`src/rtl/core_pkg.sv`:
```
// Shared opcodes, ALU op codes and enums for the multi-cycle core sequencer.
package core_pkg;

  localparam int unsigned OPCODE_W = 7;
  localparam int unsigned ALU_OP_W = 2;
  localparam int unsigned STATE_W  = 3;

  localparam logic [OPCODE_W-1:0] OPC_R     = 7'b0110011;
  localparam logic [OPCODE_W-1:0] OPC_I     = 7'b0010011;
  localparam logic [OPCODE_W-1:0] OPC_LOAD  = 7'b0000011;
  localparam logic [OPCODE_W-1:0] OPC_STORE = 7'b0100011;
  localparam logic [OPCODE_W-1:0] OPC_BEQ   = 7'b1100011;
  localparam logic [OPCODE_W-1:0] OPC_SYS   = 7'b1110011;

  localparam logic [ALU_OP_W-1:0] ALU_OP_ADD   = 2'b00;
  localparam logic [ALU_OP_W-1:0] ALU_OP_SUB   = 2'b01;
  localparam logic [ALU_OP_W-1:0] ALU_OP_FUNCT = 2'b10;

  typedef enum logic [STATE_W-1:0] {
    ST_IDLE   = 3'd0,
    ST_FETCH  = 3'd1,
    ST_DECODE = 3'd2,
    ST_EXEC   = 3'd3,
    ST_MEM    = 3'd4,
    ST_WB     = 3'd5,
    ST_HALT   = 3'd6
  } state_t;

  typedef enum logic [2:0] {
    CLS_NONE  = 3'd0,
    CLS_R     = 3'd1,
    CLS_I     = 3'd2,
    CLS_LOAD  = 3'd3,
    CLS_STORE = 3'd4,
    CLS_BEQ   = 3'd5,
    CLS_SYS   = 3'd6
  } instr_class_t;

endpackage

```
`src/rtl/core_sequencer_if.sv`:
```
// Control bundle between the sequencer (master) and the core datapath (slave).
interface core_sequencer_if #(
  parameter int unsigned CNT_W = 32
);
  import core_pkg::*;

  logic                run;
  logic [OPCODE_W-1:0] opcode;
  logic                zero;
  logic                mem_ready;
  logic                pc_write;
  logic                pc_src;
  logic                ir_write;
  logic                reg_write_enable;
  logic                data_mem_read_enable;
  logic                data_mem_write_enable;
  logic                mem_to_reg_sel;
  logic                alu_source_sel;
  logic [ALU_OP_W-1:0] alu_op;
  logic [STATE_W-1:0]  state_o;
  logic                halted;
  logic                fault;
  logic [CNT_W-1:0]    retired;

  modport master (
    input  run, opcode, zero, mem_ready,
    output pc_write, pc_src, ir_write, reg_write_enable, data_mem_read_enable,
           data_mem_write_enable, mem_to_reg_sel, alu_source_sel, alu_op,
           state_o, halted, fault, retired
  );

  modport slave (
    output run, opcode, zero, mem_ready,
    input  pc_write, pc_src, ir_write, reg_write_enable, data_mem_read_enable,
           data_mem_write_enable, mem_to_reg_sel, alu_source_sel, alu_op,
           state_o, halted, fault, retired
  );
endinterface

```
`src/rtl/core_opcode_decode.sv`:
```
// Combinational opcode classifier; anything unrecognised is flagged illegal.
module core_opcode_decode
  import core_pkg::*;
(
  input  logic [OPCODE_W-1:0] opcode,
  output instr_class_t        cls,
  output logic                illegal
);

  // Map the 7-bit major opcode onto an instruction class.
  always_comb begin
    cls     = CLS_NONE;
    illegal = 1'b0;
    case (opcode)
      OPC_R:     cls = CLS_R;
      OPC_I:     cls = CLS_I;
      OPC_LOAD:  cls = CLS_LOAD;
      OPC_STORE: cls = CLS_STORE;
      OPC_BEQ:   cls = CLS_BEQ;
      OPC_SYS:   cls = CLS_SYS;
      default:   illegal = 1'b1;
    endcase
  end

endmodule

```
`src/rtl/core_sequencer.sv`:
```
// Multi-cycle control FSM for the RV32I-subset core: one instruction at a time,
// memory-ready handshake with timeout, retire counter and sticky halt/fault.
module core_sequencer
  import core_pkg::*;
#(
  parameter int unsigned CNT_W       = 32,
  parameter int unsigned MEM_TIMEOUT = 16
) (
  input  logic              clk,
  input  logic              rst,
  core_sequencer_if.master  bus
);

  localparam int unsigned WAIT_W = $clog2(MEM_TIMEOUT + 1);

  state_t            state;
  state_t            state_nxt;
  instr_class_t      cls_q;
  instr_class_t      cls_dec;
  logic              illegal;
  logic [WAIT_W-1:0] wait_cnt;
  logic [CNT_W-1:0]  retired;
  logic              fault_q;
  logic              retire_c;
  logic              fault_set_c;

  core_opcode_decode u_decode (
    .opcode  (bus.opcode),
    .cls     (cls_dec),
    .illegal (illegal)
  );

  // Next-state, retire and fault-cause decisions.
  always_comb begin
    state_nxt   = state;
    retire_c    = 1'b0;
    fault_set_c = 1'b0;
    case (state)
      ST_IDLE:   if (bus.run) state_nxt = ST_FETCH;
      ST_FETCH:  state_nxt = ST_DECODE;
      ST_DECODE: begin
        if (illegal) begin
          state_nxt   = ST_HALT;
          fault_set_c = 1'b1;
        end else if (cls_dec == CLS_SYS) begin
          state_nxt = ST_HALT;
        end else begin
          state_nxt = ST_EXEC;
        end
      end
      ST_EXEC: begin
        case (cls_q)
          CLS_R, CLS_I:         state_nxt = ST_WB;
          CLS_LOAD, CLS_STORE:  state_nxt = ST_MEM;
          CLS_BEQ:              retire_c  = 1'b1;
          default: begin
            state_nxt   = ST_HALT;
            fault_set_c = 1'b1;
          end
        endcase
      end
      ST_MEM: begin
        if (bus.mem_ready) begin
          if (cls_q == CLS_LOAD) state_nxt = ST_WB;
          else                   retire_c  = 1'b1;
        end else if (wait_cnt == WAIT_W'(MEM_TIMEOUT - 1)) begin
          state_nxt   = ST_HALT;
          fault_set_c = 1'b1;
        end
      end
      ST_WB:   retire_c  = 1'b1;
      ST_HALT: state_nxt = ST_HALT;
      default: state_nxt = ST_HALT;
    endcase
    // run is only consulted at an instruction boundary
    if (retire_c) state_nxt = bus.run ? ST_FETCH : ST_IDLE;
  end

  // Datapath controls decoded from state and latched class; they fall with rst.
  always_comb begin
    bus.pc_write              = 1'b0;
    bus.pc_src                = 1'b0;
    bus.ir_write              = 1'b0;
    bus.reg_write_enable      = 1'b0;
    bus.data_mem_read_enable  = 1'b0;
    bus.data_mem_write_enable = 1'b0;
    bus.mem_to_reg_sel        = 1'b0;
    bus.alu_source_sel        = 1'b0;
    bus.alu_op                = ALU_OP_ADD;
    case (state)
      ST_FETCH: bus.ir_write = 1'b1;
      ST_EXEC: begin
        case (cls_q)
          CLS_R: bus.alu_op = ALU_OP_FUNCT;
          CLS_I: begin
            bus.alu_op         = ALU_OP_FUNCT;
            bus.alu_source_sel = 1'b1;
          end
          CLS_LOAD, CLS_STORE: bus.alu_source_sel = 1'b1;
          CLS_BEQ: begin
            bus.alu_op   = ALU_OP_SUB;
            bus.pc_write = 1'b1;
            bus.pc_src   = bus.zero;
          end
          default: ;
        endcase
      end
      ST_MEM: begin
        bus.alu_source_sel        = 1'b1;
        bus.data_mem_read_enable  = (cls_q == CLS_LOAD);
        bus.data_mem_write_enable = (cls_q == CLS_STORE);
        bus.pc_write              = (cls_q == CLS_STORE) && bus.mem_ready;
      end
      ST_WB: begin
        bus.reg_write_enable = 1'b1;
        bus.mem_to_reg_sel   = (cls_q == CLS_LOAD);
        bus.pc_write         = 1'b1;
      end
      default: ;
    endcase
  end

  assign bus.state_o = state;
  assign bus.halted  = (state == ST_HALT);
  assign bus.fault   = fault_q;
  assign bus.retired = retired;

  // State, latched class, MEM wait counter, retire counter and sticky fault.
  always_ff @(posedge clk or posedge rst) begin
    if (rst) begin
      state    <= ST_IDLE;
      cls_q    <= CLS_NONE;
      wait_cnt <= '0;
      retired  <= '0;
      fault_q  <= 1'b0;
    end else begin
      state <= state_nxt;
      if (state == ST_DECODE) cls_q <= cls_dec;
      if (state == ST_EXEC)      wait_cnt <= '0;
      else if (state == ST_MEM)  wait_cnt <= wait_cnt + WAIT_W'(1);
      if (retire_c)    retired <= retired + CNT_W'(1);
      if (fault_set_c) fault_q <= 1'b1;
    end
  end

endmodule
```
`src/flat_wrapper.sv`:
```
// flat-port wrapper written by rule: the top's interface ports become plain ports
module core_sequencer_flat import core_pkg::*;
#(
  parameter int unsigned CNT_W       = 32,
  parameter int unsigned MEM_TIMEOUT = 16
)
  (clk, rst, bus_run, bus_opcode, bus_zero, bus_mem_ready, bus_pc_write, bus_pc_src, bus_ir_write, bus_reg_write_enable, bus_data_mem_read_enable, bus_data_mem_write_enable, bus_mem_to_reg_sel, bus_alu_source_sel, bus_alu_op, bus_state_o, bus_halted, bus_fault, bus_retired);
  core_sequencer_if #(.CNT_W(CNT_W)) bus_i ();
  input  logic clk;
  input  logic rst;
  input wire logic [$bits(bus_i.run)-1:0] bus_run;
  input wire logic [$bits(bus_i.opcode)-1:0] bus_opcode;
  input wire logic [$bits(bus_i.zero)-1:0] bus_zero;
  input wire logic [$bits(bus_i.mem_ready)-1:0] bus_mem_ready;
  output wire logic [$bits(bus_i.pc_write)-1:0] bus_pc_write;
  output wire logic [$bits(bus_i.pc_src)-1:0] bus_pc_src;
  output wire logic [$bits(bus_i.ir_write)-1:0] bus_ir_write;
  output wire logic [$bits(bus_i.reg_write_enable)-1:0] bus_reg_write_enable;
  output wire logic [$bits(bus_i.data_mem_read_enable)-1:0] bus_data_mem_read_enable;
  output wire logic [$bits(bus_i.data_mem_write_enable)-1:0] bus_data_mem_write_enable;
  output wire logic [$bits(bus_i.mem_to_reg_sel)-1:0] bus_mem_to_reg_sel;
  output wire logic [$bits(bus_i.alu_source_sel)-1:0] bus_alu_source_sel;
  output wire logic [$bits(bus_i.alu_op)-1:0] bus_alu_op;
  output wire logic [$bits(bus_i.state_o)-1:0] bus_state_o;
  output wire logic [$bits(bus_i.halted)-1:0] bus_halted;
  output wire logic [$bits(bus_i.fault)-1:0] bus_fault;
  output wire logic [$bits(bus_i.retired)-1:0] bus_retired;
  assign bus_i.run = bus_run;
  assign bus_i.opcode = bus_opcode;
  assign bus_i.zero = bus_zero;
  assign bus_i.mem_ready = bus_mem_ready;
  assign bus_pc_write = bus_i.pc_write;
  assign bus_pc_src = bus_i.pc_src;
  assign bus_ir_write = bus_i.ir_write;
  assign bus_reg_write_enable = bus_i.reg_write_enable;
  assign bus_data_mem_read_enable = bus_i.data_mem_read_enable;
  assign bus_data_mem_write_enable = bus_i.data_mem_write_enable;
  assign bus_mem_to_reg_sel = bus_i.mem_to_reg_sel;
  assign bus_alu_source_sel = bus_i.alu_source_sel;
  assign bus_alu_op = bus_i.alu_op;
  assign bus_state_o = bus_i.state_o;
  assign bus_halted = bus_i.halted;
  assign bus_fault = bus_i.fault;
  assign bus_retired = bus_i.retired;
  core_sequencer #(.CNT_W(CNT_W), .MEM_TIMEOUT(MEM_TIMEOUT)) u_core (.clk(clk), .rst(rst), .bus(bus_i));
endmodule
```
`config.mk`:
```
export PLATFORM = sky130hd
export DESIGN_NAME = core_sequencer_flat
export DESIGN_NICKNAME = d
export VERILOG_FILES = /design/src/rtl/core_pkg.sv /design/src/rtl/core_sequencer_if.sv /design/src/rtl/core_opcode_decode.sv /design/src/rtl/core_sequencer.sv /design/src/flat_wrapper.sv
export SDC_FILE = /design/constraint.sdc
export NUM_CORES = 1
export LEC_CHECK = 0
export ABC_AREA = 1
export BUFFER_PORTS_ARGS = -buffer_cell sky130_fd_sc_hd__buf_2
export CORE_AREA = 3 3 82 84
export DETAILED_ROUTE_END_ITERATION = 6
export DIE_AREA = 0 0 85 87
export PLACE_DENSITY = 0.74
export SETUP_SLACK_MARGIN = 0.02
export SYNTH_ARGS = -nofsm -noshare
export SYNTH_HDL_FRONTEND = slang
export SYNTH_SLANG_ARGS = --single-unit
```
`constraint.sdc`:
```
create_clock -name clk -period 1.6 [get_ports clk]
set_clock_uncertainty 0.2 [all_clocks]
set_input_delay 0.08 -clock clk [delete_from_list [all_inputs] [get_ports clk]]
set_output_delay 0.08 -clock clk [all_outputs]
set_load 0.005 [all_outputs]
```
==> results of run 1 <==
[worst max-delay path, delay by kind of cell, from the launching register on]
kind / cells / cell delay (ns)
simple gates: 2 / 0.23
flops: 1 / 0.52
compound gates: 1 / 0.17
buf+inv: 3 / 0.44
[final timing paths]
check / start / endpoint / slack, ns / cells after the start
min in group asynchronous: rst / u_core.bus.retired[31] / 0.11 / 3
max: u_core.bus.state_o[1] / bus_alu_source_sel / -0.36 / 6
min: bus_opcode[3] / u_core.cls_q[2] / 0.08 / 8
max in group asynchronous: rst / u_core.bus.state_o[2] / 0.59 / 4
max reg2reg: u_core.bus.state_o[1] / u_core.bus.state_o[1] / -0.29 / 8
min reg2reg: u_core.bus.fault / u_core.bus.fault / 0.28 / 2
[what timing repair did]
action	4_1_cts	5_1_grt
cloned	2	0
pin swaps	18	24
hold buffers	6	0
setup buffers	12	12
endpoints found under the setup margin	43	53
hold endpoints to repair	48	0
resized for setup	65	74
[cell usage in the layout, fill, tap and decap left out, drive strengths merged]
cell type    synthesis  layout
a21oi                4       4
clkbuf               0       6
dlygate4sd3          0       6
xor2                 7       7
nand3               29      29
nor2                79      79
nand4                2       2
nand3b               1       1
a32o                 1       1
xnor2                8       8
nor3                 2       2
clkinv               0       2
nand2              186     186
o22ai                4       4
dfrtp               44      44
ha                   3       3
inv                 52      52
o21ai               15      15
buf                  6     144
a31oi                1       1
o211ai               1       1
[metrics by stage]
stage	hold WS (ns)	utilization	setup slack [ns]	setup TNS (ns)
finish	0.0798	0.774	-0.355	-10.49
global route	0.121	0.774	-0.373	-12.15
detailed placement	-0.0919	0.638	-0.154	-1.61
global placement	-0.0909	0.638	-0.0669	-0.247
CTS	0.0621	0.720	-0.146	-4.07
floorplan	0.0405	-	0.0198	0
[sequential cells by signal, summed over array words and instances (netlist names)]
name and count:
u_core.cls_q 3, u_core.wait_cnt 5, u_core.bus.state_o 3, u_core.bus.fault 1, u_core.bus.retired 32
[cell type report]
class                   count  area share
flip-flops and latches     44       0.239
repair buffers            150       0.250
multi-input cells         343       0.427
clock buffers               6      0.0178
inverters                  52      0.0443
well taps                  75      0.0202
clock inverters             2     0.00216
[metal layers]
layer / up-vias / global-route usage / routed length [um]
met5: - / 0 / 0
met4: 0 / 0.105 / 977
met3: 128 / 0.0426 / 1320
met2: 328 / 0.437 / 5750
met1: 1827 / 0.334 / 4260
li1: 1679 / - / -
[logic make-up after synthesis]
| family | count (synthesis) | synth area share |
|---|---|---|
| XOR/XNOR | 15 | 0.0568 |
| flip-flops | 44 | 0.371 |
| AND/OR/NAND/NOR | 299 | 0.428 |
| buffers and inverters | 58 | 0.0834 |
| AO/OA/AOI/OAI | 26 | 0.0484 |
| adder cells (fa/ha/maj) | 3 | 0.0126 |
[where the power goes]
part / leakage [uW] / internal, uW / switching (uW)
Combinational: 0.00182 / 29.6 / 43.3
Sequential: 0.000571 / 1110 / 0
Clock: 0.0000510 / 346 / 430
Total: 0.00244 / 1490 / 473
==> results_tabular.tex, run 1 <==
\begin{tabular}{lr}
\hline
Metric & Value \\
\hline
\multicolumn{2}{l}{\textbf{Status}} \\
Result of the run & complete, but fails checks \\
Violated checks & negative setup slack \\
\multicolumn{2}{l}{\textbf{Job}} \\
Total of max-cap violations & 0 \\
\multicolumn{2}{l}{\textbf{Synth}} \\
Post-synthesis cell area & between 0.002 and 0.003 sq mm \\
Count of synthesis-stage warnings from yosys & 0 \\
Number of cells produced by synthesis & $\sim$450 \\
Proportion of synthesized chip area in sequential cells & 0.371 \\
Synthesis-stage register bit count & 44 \\
Share of async-settable or async-resettable flops after synthesis & 1.00 \\
Largest cells by area after synthesis & sky130\_fd\_sc\_hd\_\_dfrtp\_1 (37\%), sky130\_fd\_sc\_hd\_\_nand2\_1 (22\%), sky130\_fd\_sc\_hd\_\_nor2\_1 (8.6\%) \\
Most used flip-flop cell after synthesis & sky130\_fd\_sc\_hd\_\_dfrtp\_1 \\
Most common cell in the netlist & sky130\_fd\_sc\_hd\_\_nand2\_1 \\
Post-Synthesis Net Count & 460 \\
Mean instance size in the synthesized netlist & roughly 6.7 sq um \\
Netlist cell types & 28 \\
Synth top area share & 0.371 \\
Number of synthesized flops with an enable pin & 0 \\
Leading post-synthesis cells by instance count & sky130\_fd\_sc\_hd\_\_nand2\_1 (178), sky130\_fd\_sc\_hd\_\_nor2\_1 (68), sky130\_fd\_sc\_hd\_\_inv\_1 (50), sky130\_fd\_sc\_hd\_\_dfrtp\_1 (44), sky130\_fd\_sc\_hd\_\_nand3\_1 (27) \\
Most area-hungry cell type in the Yosys netlist & sky130\_fd\_sc\_hd\_\_dfrtp\_1 \\
\multicolumn{2}{l}{\textbf{Placed design}} \\
Total placed instance area & between 0.003 and 0.004 sq mm \\
Number of buffer cells added on primary ports & 58 \\
Number of placed cells counting well taps & $\sim$630 \\
Half-perimeter wire length after placement & between 6 and 7 mm \\
Final GP Congestion & between 0.9 and 1 \\
\multicolumn{2}{l}{\textbf{Route}} \\
Routed wire length & $\sim$12 mm \\
Via density per instance & roughly 5.9 \\
Overall via count from detail\_route & roughly 4000 \\
Average detailed-routed wire length per instance & about 18 um \\
Number of iterations in the first detailed-routing pass & 6 \\
1st-iter DRT viols & 515 \\
Remaining routing DRC violations & 0 \\
Post-detailed-route count of antenna-violating nets & 0 \\
\multicolumn{2}{l}{\textbf{Clocking}} \\
Sink count of the clock tree & 44 \\
Deepest level of the CTS H-tree & 2 \\
Number of buffers on the longest clock path & 2 \\
Number of clock buffers inserted by TritonCTS & 5 \\
Clock tree from TritonCTS & yes \\
Clock transition time at the flip-flop clock pins of the worst setup and hold paths & around 0.090 ns \\
Clock latency reported for the late side of the worst-skew pair & 0.31 ns \\
Clock Tree Root & sky130\_fd\_sc\_hd\_\_clkbuf\_8 \\
\multicolumn{2}{l}{\textbf{Floorplanning}} \\
Initial Utilization & 0.496 \\
Floorplan Core Area & 0.00599 sq mm \\
Width of the die & about 85 um \\
Vert. Die Dim & slightly below 90 um \\
I/O pin total & 59 \\
Number of standard-cell rows in the floorplan & 28 \\
Die footprint & $\sim$0.0074 sq mm \\
\multicolumn{2}{l}{\textbf{STA}} \\
Setup repair after global routing missed its margin & yes \\
Part of the cycle the worst path needs & 1.22 \\
Final setup viols & 54 \\
Worst-Margin Slew & between 0.4 and 0.5 ns \\
Final Critical Period & around 2.0 ns \\
Slew Limit Headroom & 0.711 \\
Fmax & approximately 510 MHz \\
Final hold violation count & 0 \\
Final setup margin & -0.355 ns \\
Final Max Slew Viols & 0 \\
\multicolumn{2}{l}{\textbf{GRT}} \\
Number of antenna violations at the first check in global routing & 0 \\
Global-route wire length before repair & approximately 15 mm \\
Largest net degree at the start of global routing & 27 \\
Total congestion overflow & 0 \\
Global-route usage over all layers & 0.260 \\
Via count of the first global-routing pass & approximately 3300 \\
\multicolumn{2}{l}{\textbf{Finish}} \\
Count of nets after finishing & about 610 \\
Final Non-Filler Cells & approximately 670 \\
Area occupied by registers & about 0.0011 sq mm \\
Area Overhead vs Synth & 56.0\% \\
Share of cells above drive strength 1 & 0.441 \\
Antenna diode instance count & 0 \\
Fill cells & around 380 \\
Final cell area excluding filler cells & between 0.004 and 0.005 sq mm \\
Area used by multi-input combinational logic & about 0.0020 sq mm \\
\multicolumn{2}{l}{\textbf{Worst setup path}} \\
Crit-path max cell delay & 0.52 ns \\
WP data arrival & 1.68 ns \\
Worst-path cell with the longest stage delay & sky130\_fd\_sc\_hd\_\_dfrtp\_2 \\
Critical-path cell list & nor2\_4 -> buf\_6 -> nand2\_4 -> buf\_6 -> a31oi\_4 -> buf\_2 \\
Crit-path most repeated cell & sky130\_fd\_sc\_hd\_\_buf\_6 \\
Type of the worst setup path & reg2out \\
Largest fanout on the critical path & 5 \\
Endpoint type of the worst setup path & output port \\
Critical path startpoint category & flip-flop \\
Worst path required time & around 1.3 ns \\
\multicolumn{2}{l}{\textbf{Power}} \\
Max rail drop VDD & around 0.25 mV \\
Static leakage & 0.00244 uW \\
Power per cell area & about 420 mW/mm\^{}2 \\
Overall power consumption & 1960 uW \\
\multicolumn{2}{l}{\textbf{Worst hold path}} \\
Path class of the lowest-slack min-delay path & in2reg \\
\hline
\end{tabular}
Note: power is estimated with default switching activity, not from simulation.
==> inputs of run 2 (changes only) <==
--- a/config.mk
+++ b/config.mk
@@ -7,11 +7,12 @@
 export LEC_CHECK = 0
 export ABC_AREA = 1
 export BUFFER_PORTS_ARGS = -buffer_cell sky130_fd_sc_hd__buf_2
-export CORE_AREA = 3 3 82 84
+export CORE_AREA = 3 3 80 82
 export DETAILED_ROUTE_END_ITERATION = 6
-export DIE_AREA = 0 0 85 87
-export PLACE_DENSITY = 0.74
+export DIE_AREA = 0 0 83 85
+export PLACE_DENSITY = 0.76
 export SETUP_SLACK_MARGIN = 0.02
 export SYNTH_ARGS = -nofsm -noshare
 export SYNTH_HDL_FRONTEND = slang
+export SYNTH_HIERARCHICAL = 1
 export SYNTH_SLANG_ARGS = --single-unit
==> constraint.sdc (replaced) <==
create_clock -name clk -period 1.6 [get_ports clk]
set_clock_uncertainty 0.2 [all_clocks]
set_input_delay 0.08 -clock clk [delete_from_list [all_inputs] [get_ports clk]]
set_output_delay 0.08 -clock clk [all_outputs]
set_load 0.05 [all_outputs]
==> results_tabular.tex, run 2 <==
\begin{tabular}{lr}
\hline
Metric & Value \\
\hline
\multicolumn{2}{l}{\textbf{Finish}} \\
Antenna diode instance count & 0 (unchanged) \\
Most common library cell in the layout ignoring fill and taps & sky130\_fd\_sc\_hd\_\_nand2\_1 (unchanged) \\
Area Overhead vs Synth & 56.4\% (was 56.0\%) \\
Leading registers by flop count & u\_core/bus.retired: 32 flops, u\_core/wait\_cnt: 5 flops (was u\_core.bus.retired: 32 flops, u\_core.wait\_cnt: 5 flops) \\
Most frequent cells in the layout & sky130\_fd\_sc\_hd\_\_nand2\_1 (149), sky130\_fd\_sc\_hd\_\_buf\_4 (53), sky130\_fd\_sc\_hd\_\_nor2\_1 (53) (was sky130\_fd\_sc\_hd\_\_nand2\_1 (142), sky130\_fd\_sc\_hd\_\_buf\_2 (57), sky130\_fd\_sc\_hd\_\_buf\_4 (56)) \\
Share of cells above drive strength 1 & 0.398 (was 0.441) \\
Fill cells & 410 (was 375) \\
Count of nets after finishing & 590 (was 611) \\
Area occupied by registers & 0.00111 sq mm (about the same) \\
Area used by multi-input combinational logic & 0.00183 sq mm (was 0.00198 sq mm) \\
Biggest register & u\_core/bus.retired (was u\_core.bus.retired) \\
Max FFs per register & 32 (unchanged) \\
\multicolumn{2}{l}{\textbf{Synth}} \\
Largest cells by area after synthesis & sky130\_fd\_sc\_hd\_\_dfrtp\_1 (38\%), sky130\_fd\_sc\_hd\_\_nand2\_1 (23\%), sky130\_fd\_sc\_hd\_\_nor2\_1 (9.0\%) (was sky130\_fd\_sc\_hd\_\_dfrtp\_1 (37\%), sky130\_fd\_sc\_hd\_\_nand2\_1 (22\%), sky130\_fd\_sc\_hd\_\_nor2\_1 (8.6\%)) \\
Proportion of synthesized chip area in sequential cells & 0.383 (was 0.371) \\
Share of async-settable or async-resettable flops after synthesis & 1.00 (unchanged) \\
Synthesis-stage register bit count & 44 (unchanged) \\
Post-synthesis cell area & 0.00287 sq mm (was 0.00297 sq mm) \\
Number of cells produced by synthesis & 439 (was 445) \\
Most area-hungry cell type in the Yosys netlist & sky130\_fd\_sc\_hd\_\_dfrtp\_1 (unchanged) \\
Synth top area share & 0.383 (was 0.371) \\
Post-Synthesis Net Count & 454 (was 460) \\
Most common cell in the netlist & sky130\_fd\_sc\_hd\_\_nand2\_1 (unchanged) \\
Number of synthesized flops with an enable pin & 0 (unchanged) \\
Leading post-synthesis cells by instance count & sky130\_fd\_sc\_hd\_\_nand2\_1 (178), sky130\_fd\_sc\_hd\_\_nor2\_1 (69), sky130\_fd\_sc\_hd\_\_inv\_1 (46), sky130\_fd\_sc\_hd\_\_dfrtp\_1 (44), sky130\_fd\_sc\_hd\_\_nand3\_1 (31) (was sky130\_fd\_sc\_hd\_\_nand2\_1 (178), sky130\_fd\_sc\_hd\_\_nor2\_1 (68), sky130\_fd\_sc\_hd\_\_inv\_1 (50), sky130\_fd\_sc\_hd\_\_dfrtp\_1 (44), sky130\_fd\_sc\_hd\_\_nand3\_1 (27)) \\
Count of synthesis-stage warnings from yosys & 6 (was 0) \\
Netlist cell types & 26 (was 28) \\
Mean instance size in the synthesized netlist & 6.54 sq um (was 6.68 sq um) \\
Most used flip-flop cell after synthesis & sky130\_fd\_sc\_hd\_\_dfrtp\_1 (unchanged) \\
\multicolumn{2}{l}{\textbf{Floorplanning}} \\
Die footprint & 0.00706 sq mm (was 0.00740 sq mm) \\
Vert. Die Dim & 85 um (was 87 um) \\
Floorplan Core Area & 0.00582 sq mm (was 0.00599 sq mm) \\
I/O pin total & 59 (unchanged) \\
Initial Utilization & 0.494 (was 0.496) \\
Width of the die & 83 um (was 85 um) \\
Number of standard-cell rows in the floorplan & 28 (unchanged) \\
\multicolumn{2}{l}{\textbf{GRT}} \\
Total congestion overflow & 0 (unchanged) \\
Number of antenna violations at the first check in global routing & 0 (unchanged) \\
Global-route wire length before repair & 14.9 mm (was 15.4 mm) \\
Global-route usage over all layers & 0.257 (was 0.260) \\
Via count of the first global-routing pass & 3273 (was 3320) \\
Largest net degree at the start of global routing & 45 (was 27) \\
\multicolumn{2}{l}{\textbf{Route}} \\
Routed metal-1 wire length & 3.88 mm (was 4.26 mm) \\
Routed wire length & 10.2 mm (was 12.3 mm) \\
Overall via count from detail\_route & 3491 (was 3962) \\
Post-detailed-route count of antenna-violating nets & 0 (unchanged) \\
Detailed-routed wire length on met2 & 5.25 mm (was 5.75 mm) \\
1st-iter DRT viols & 225 (was 515) \\
Number of iterations in the first detailed-routing pass & 5 (was 6) \\
Remaining routing DRC violations & 0 (unchanged) \\
Average detailed-routed wire length per instance & 15.7 um (was 18.3 um) \\
Via density per instance & 5.36 (was 5.90) \\
Met3 wire length & 687 um (was 1.32 mm) \\
Top sig layer & met4 (unchanged) \\
\multicolumn{2}{l}{\textbf{Power}} \\
Static leakage & 0.00220 uW (was 0.00244 uW) \\
Max rail drop VDD & 1.21 mV (was 0.248 mV) \\
Overall power consumption & 6440 uW (was 1960 uW) \\
Power per cell area & 1430 mW/mm\^{}2 (was 423 mW/mm\^{}2) \\
\multicolumn{2}{l}{\textbf{STA}} \\
Part of the cycle the worst path needs & 1.15 (was 1.22) \\
Final hold violation count & 0 (unchanged) \\
Setup repair after global routing missed its margin & yes (unchanged) \\
Final Critical Period & 1.84 ns (was 1.96 ns) \\
Final sum of negative setup slack & -7.86 ns (was -10.49 ns) \\
Fmax & 542 MHz (was 511 MHz) \\
Hold WS & 0.0650 ns (was 0.0798 ns) \\
Final Max Slew Viols & 0 (unchanged) \\
Final setup viols & 47 (was 54) \\
Final setup margin & -0.245 ns (was -0.355 ns) \\
Worst-Margin Slew & 0.355 ns (was 0.432 ns) \\
Slew Limit Headroom & 0.762 (was 0.711) \\
\multicolumn{2}{l}{\textbf{Job}} \\
Total of max-cap violations & 0 (unchanged) \\
\multicolumn{2}{l}{\textbf{Worst setup path}} \\
Type of the worst setup path & reg2reg (was reg2out) \\
Critical path startpoint category & flip-flop (unchanged) \\
Largest fanout on the critical path & 6 (was 5) \\
Critical-path cell list & nor2\_4 -> nand2\_2 -> buf\_6 -> inv\_4 -> nand3\_4 -> nand2\_4 -> buf\_6 -> clkbuf\_16 -> nand3\_1 -> nand2\_1 -> nand2\_1 (was nor2\_4 -> buf\_6 -> nand2\_4 -> buf\_6 -> a31oi\_4 -> buf\_2) \\
Crit-path max cell delay & 0.53 ns (was 0.52 ns) \\
Worst-path cell with the longest stage delay & sky130\_fd\_sc\_hd\_\_dfrtp\_4 (was sky130\_fd\_sc\_hd\_\_dfrtp\_2) \\
Endpoint type of the worst setup path & flip-flop (was output port) \\
Worst path required time & 1.60 ns (was 1.32 ns) \\
WP data arrival & 1.85 ns (was 1.68 ns) \\
\multicolumn{2}{l}{\textbf{Status}} \\
Result of the run & complete, but fails checks (unchanged) \\
Violated checks & negative setup slack (unchanged) \\
\multicolumn{2}{l}{\textbf{Clocking}} \\
Number of clock buffers inserted by TritonCTS & 5 (unchanged) \\
Clock transition time at the flip-flop clock pins of the worst setup and hold paths & 0.09 ns (about the same) \\
Deepest level of the CTS H-tree & 2 (unchanged) \\
Number of buffers on the longest clock path & 2 (unchanged) \\
Clock tree from TritonCTS & yes (unchanged) \\
Clock latency reported for the late side of the worst-skew pair & 0.30 ns (was 0.31 ns) \\
Clock Tree Root & sky130\_fd\_sc\_hd\_\_clkbuf\_8 (unchanged) \\
Sink count of the clock tree & 44 (unchanged) \\
\multicolumn{2}{l}{\textbf{Worst hold path}} \\
Path class of the lowest-slack min-delay path & in2reg (unchanged) \\
\multicolumn{2}{l}{\textbf{Placed design}} \\
Final GP Congestion & 0.931 (was 0.928) \\
Number of buffer cells added on primary ports & 58 (unchanged) \\
Half-perimeter wire length after placement & 6.19 mm (was 6.53 mm) \\
\hline
\end{tabular}
==> run 2: cell types whose count changed after synthesis, sizes merged, moves of 3 or more <==
cell and delta:
nor2 -6, xnor2 +5, o21ai -5, xor2 -4, nand2 -6, nand3 +5, nor3 +3
==> run 2: worst paths after layout <==
| check | depth (start not counted) | start | endpoint | slack (ns) |
|---|---|---|---|---|
| setup / recovery | 11 | u_core/bus.state_o[1] | u_core/bus.retired[20] | -0.24 |
| hold / removal | 5 | bus_opcode[6] | u_core/bus.fault | 0.06 |
| setup reg to reg | 11 | u_core/bus.state_o[1] | u_core/bus.retired[20] | -0.24 |
| hold reg to reg | 1 | u_core/bus.retired[4] | u_core/bus.retired[4] | 0.32 |
| max in group asynchronous | 4 | rst | u_core/bus.state_o[1] | 0.80 |
| min in group asynchronous | 4 | rst | u_core/cls_q[1] | 0.18 |
==> run 2: stage by stage <==
stage / std cells / utilization / area (sq um) / setup slack (ns)
floorplan: 439 / - / 2950 / -0.298
global placement: 620 / 0.644 / 3740 / -0.0537
detailed placement: 620 / 0.644 / 3740 / -0.0882
CTS: 643 / 0.719 / 4180 / -0.205
global route: 651 / 0.773 / 4490 / -0.308
finish: 651 / 0.773 / 4490 / -0.245
==> run 2: kinds of logic after synthesis <==
logic type                 Yosys count  synth area share
adders and majority gates            3            0.0131
and+or+nand+nor                    299             0.431
buffers and inverters               57            0.0845
DFF                                 44             0.383
AOI/OAI and AO/OA                   20            0.0396
xor gates and xnor gates            16            0.0488
==> run 2: repair_timing <==
item,in CTS,in global routing
gates cloned,2,1
pin swaps,6,23
setup endpoints to repair,46,54
hold buffers,4,0
endpoints found under the hold margin,47,0
resized for setup,57,68
buffers inserted,9,9
==> run 2: power breakdown <==
part           switching (uW)  internal [uW]
registers                 231           1320
logic                    2250           1850
clock network             394            395
total                    2870           3560
==> run 2: critical path, delay by kind of cell, from the launching register on <==
family | cells | cell delay (ns)
buffers and inverters | 4 | 0.48
and+or+nand+nor | 7 | 0.54
DFF | 1 | 0.53
==> run 2: metal layers <==
layer / vias to the layer above / GRT usage
met5: - / 0
met4: 0 / 0.101
met3: 53 / 0.0485
met2: 173 / 0.457
met1: 1630 / 0.307
li1: 1635 / -
==> run 2: cell type report <==
cell class	count	share of cell area
clock buffer	8	0.0223
inverter	51	0.0465
multi-input combinational	338	0.408
sequential	44	0.248
tap	75	0.0209
timing repair buffer	135	0.255
==> inputs of run 3 (changes only) <==
--- a/config.mk
+++ b/config.mk
@@ -7,12 +7,11 @@
 export LEC_CHECK = 0
 export ABC_AREA = 1
 export BUFFER_PORTS_ARGS = -buffer_cell sky130_fd_sc_hd__buf_2
-export CORE_AREA = 3 3 80 82
+export CORE_AREA = 3 3 75 77
 export DETAILED_ROUTE_END_ITERATION = 6
-export DIE_AREA = 0 0 83 85
-export PLACE_DENSITY = 0.76
+export DIE_AREA = 0 0 78 80
+export PLACE_DENSITY = 0.84
 export SETUP_SLACK_MARGIN = 0.02
 export SYNTH_ARGS = -nofsm -noshare
 export SYNTH_HDL_FRONTEND = slang
-export SYNTH_HIERARCHICAL = 1
 export SYNTH_SLANG_ARGS = --single-unit
==> constraint.sdc (replaced) <==
create_clock -name clk -period 2.2 [get_ports clk]
set_clock_uncertainty 0.2 [all_clocks]
set_input_delay 0.11 -clock clk [delete_from_list [all_inputs] [get_ports clk]]
set_output_delay 0.11 -clock clk [all_outputs]
set_load 0.05 [all_outputs]
==> results_tabular.tex, run 3 (same netlist as run 1, synthesis figures left out) <==
\begin{tabular}{lr}
\hline
Metric & Value \\
\hline
\multicolumn{2}{l}{\textbf{Power}} \\
Static leakage & 0.00185 uW (was 0.00220 uW) \\
Max rail drop VDD & 0.328 mV (was 1.21 mV) \\
Power per cell area & 394 mW/mm\^{}2 (was 1430 mW/mm\^{}2) \\
\multicolumn{2}{l}{\textbf{Finish}} \\
Max FFs per register & 32 (unchanged) \\
Most common library cell in the layout ignoring fill and taps & sky130\_fd\_sc\_hd\_\_nand2\_1 (unchanged) \\
Count of nets after finishing & 529 (was 590) \\
Fill cells & 476 (was 410) \\
Most frequent cells in the layout & sky130\_fd\_sc\_hd\_\_nand2\_1 (178), sky130\_fd\_sc\_hd\_\_nor2\_1 (67), sky130\_fd\_sc\_hd\_\_buf\_2 (57) (was sky130\_fd\_sc\_hd\_\_nand2\_1 (149), sky130\_fd\_sc\_hd\_\_buf\_4 (53), sky130\_fd\_sc\_hd\_\_nor2\_1 (53)) \\
Leading registers by flop count & u\_core.bus.retired: 32 flops, u\_core.wait\_cnt: 5 flops (was u\_core/bus.retired: 32 flops, u\_core/wait\_cnt: 5 flops) \\
Share of cells above drive strength 1 & 0.196 (was 0.398) \\
Final cell area excluding filler cells & 0.00350 sq mm (was 0.00449 sq mm) \\
Biggest register & u\_core.bus.retired (was u\_core/bus.retired) \\
Antenna diode instance count & 0 (unchanged) \\
Area Overhead vs Synth & 17.9\% (was 56.4\%) \\
\multicolumn{2}{l}{\textbf{GRT}} \\
Total congestion overflow & 0 (unchanged) \\
Global-route wire length before repair & 12.0 mm (was 14.9 mm) \\
Global-route usage over all layers & 0.241 (was 0.257) \\
Largest net degree at the start of global routing & 35 (was 45) \\
Via count of the first global-routing pass & 2647 (was 3273) \\
Number of antenna violations at the first check in global routing & 0 (unchanged) \\
\multicolumn{2}{l}{\textbf{Worst setup path}} \\
Worst Reg2Reg Path Length in Cells & 7 (was 11) \\
WP data arrival & 1.77 ns (was 1.85 ns) \\
Endpoint type of the worst setup path & output port (was flip-flop) \\
Largest fanout on the critical path & 7 (was 6) \\
Type of the worst setup path & reg2out (was reg2reg) \\
Critical path startpoint category & flip-flop (unchanged) \\
Worst path required time & 1.89 ns (was 1.60 ns) \\
\multicolumn{2}{l}{\textbf{Status}} \\
Result of the run & finished clean (was complete, but fails checks) \\
\multicolumn{2}{l}{\textbf{Route}} \\
Routed wire length & 7.12 mm (was 10.2 mm) \\
Average detailed-routed wire length per instance & 12.2 um (was 15.7 um) \\
Overall via count from detail\_route & 2876 (was 3491) \\
Detailed-routed wire length on met2 & 3.29 mm (was 5.25 mm) \\
Remaining routing DRC violations & 0 (unchanged) \\
1st-iter DRT viols & 200 (was 225) \\
Met3 wire length & 322 um (was 687 um) \\
Top sig layer & met4 (unchanged) \\
Via density per instance & 4.92 (was 5.36) \\
Number of iterations in the first detailed-routing pass & 4 (was 5) \\
Post-detailed-route count of antenna-violating nets & 0 (unchanged) \\
Routed metal-1 wire length & 3.43 mm (was 3.88 mm) \\
\multicolumn{2}{l}{\textbf{STA}} \\
Part of the cycle the worst path needs & 0.944 \\
Setup repair after global routing missed its margin & yes (unchanged) \\
Worst-Margin Slew & 0.881 ns (was 0.355 ns) \\
Slew Limit Headroom & 0.409 (was 0.762) \\
Fmax & $\sim$480 MHz \\
Hold WS & 0.0297 ns (was 0.0650 ns) \\
Final hold violation count & 0 (unchanged) \\
Final setup viols & 0 (was 47) \\
Final Max Slew Viols & 0 (unchanged) \\
Final Critical Period & around 2.1 ns \\
Final sum of negative setup slack & 0 ns (was -7.86 ns) \\
\multicolumn{2}{l}{\textbf{Job}} \\
Total of max-cap violations & 0 (unchanged) \\
\multicolumn{2}{l}{\textbf{Floorplanning}} \\
Die footprint & 0.00624 sq mm (was 0.00706 sq mm) \\
Width of the die & 78 um (was 83 um) \\
Number of standard-cell rows in the floorplan & 26 (was 28) \\
Floorplan Core Area & 0.00507 sq mm (was 0.00582 sq mm) \\
Initial Utilization & 0.586 (was 0.494) \\
I/O pin total & 59 (unchanged) \\
Vert. Die Dim & 80 um (was 85 um) \\
\multicolumn{2}{l}{\textbf{Clocking}} \\
Clock latency reported for the late side of the worst-skew pair & 0.30 ns (about the same) \\
Number of clock buffers inserted by TritonCTS & 5 (unchanged) \\
Clock tree from TritonCTS & yes (unchanged) \\
Sink count of the clock tree & 44 (unchanged) \\
Post-CTS setup buffer count & 0 (was 9) \\
Clock Tree Root & sky130\_fd\_sc\_hd\_\_clkbuf\_8 (unchanged) \\
Deepest level of the CTS H-tree & 2 (unchanged) \\
Number of buffers on the longest clock path & 2 (unchanged) \\
Clock transition time at the flip-flop clock pins of the worst setup and hold paths & 0.08 ns (was 0.09 ns) \\
\multicolumn{2}{l}{\textbf{Placed design}} \\
Number of buffer cells added on primary ports & 58 (unchanged) \\
Total placed instance area & 0.00336 sq mm (was 0.00374 sq mm) \\
Half-perimeter wire length after placement & 5.59 mm (was 6.19 mm) \\
Final GP Congestion & 0.886 (was 0.931) \\
\multicolumn{2}{l}{\textbf{Worst hold path}} \\
Path class of the lowest-slack min-delay path & in2reg (unchanged) \\
Cell depth of the worst min-delay path & 5 (unchanged) \\
\hline
\end{tabular}
[run 3: final timing paths]
path                                               end                  start  slack (ns)
worst min-delay path                   u_core.cls_q[0]          bus_opcode[5]        0.03
max in group asynchronous       u_core.bus.retired[27]                    rst        1.01
worst min register to register        u_core.bus.fault       u_core.bus.fault        0.26
worst max register to register   u_core.bus.retired[3]  u_core.bus.state_o[1]        0.25
worst max-delay path                bus_alu_source_sel  u_core.bus.state_o[2]        0.12
min in group asynchronous           u_core.wait_cnt[4]                    rst        0.24
[run 3: area by class of cell]
| class | instances | area [sq um] | share of cell area |
|---|---|---|---|
| repair buffers | 68 | 393 | 0.112 |
| clock buffers | 8 | 90.1 | 0.0257 |
| inverters | 52 | 195 | 0.0557 |
| flip-flops and latches | 44 | 1100 | 0.315 |
| multi-input cells | 343 | 1640 | 0.467 |
| well taps | 70 | 87.6 | 0.0250 |
[run 3: worst max-delay path, cell delays in order (launching register included)]
cell                       delay [ns]
sky130_fd_sc_hd__dfrtp_1         0.48
sky130_fd_sc_hd__inv_1           0.16
sky130_fd_sc_hd__nand3_2         0.16
sky130_fd_sc_hd__nand2_1         0.17
sky130_fd_sc_hd__inv_1           0.11
sky130_fd_sc_hd__a31oi_2         0.15
sky130_fd_sc_hd__clkbuf_4        0.25
[run 3: repair_timing]
action / 4_1_cts / 5_1_grt
hold buffers: 5 / 0
endpoints found under the hold margin: 26 / 0
setup endpoints to repair: 0 / 2
resized for setup: 0 / 2
[run 3: through the flow]
| step | utilization | setup WS (ns) | power, uW | std cells |
|---|---|---|---|---|
| floorplan | - | -0.00257 | 844 | 445 |
| global placement | 0.662 | 0.303 | 864 | 572 |
| detailed placement | 0.662 | 0.236 | 865 | 572 |
| CTS | 0.690 | 0.100 | 1390 | 585 |
| global route | 0.691 | 0.0162 | 1430 | 585 |
| finish | 0.691 | 0.123 | 1380 | 585 |
[run 3: layer usage]
layer,GRT usage,vias up
met2,0.393,64
met1,0.332,1298
met5,0,-
li1,-,1508
met3,0.0372,6
met4,0.0734,0
[run 3: where the power goes]
group	leakage (uW)	internal, uW	total, uW	switching (uW)
clock	0.0000455	256	526	269
combinational	0.00123	19.9	47.0	27.0
sequential	0.000578	808	808	0
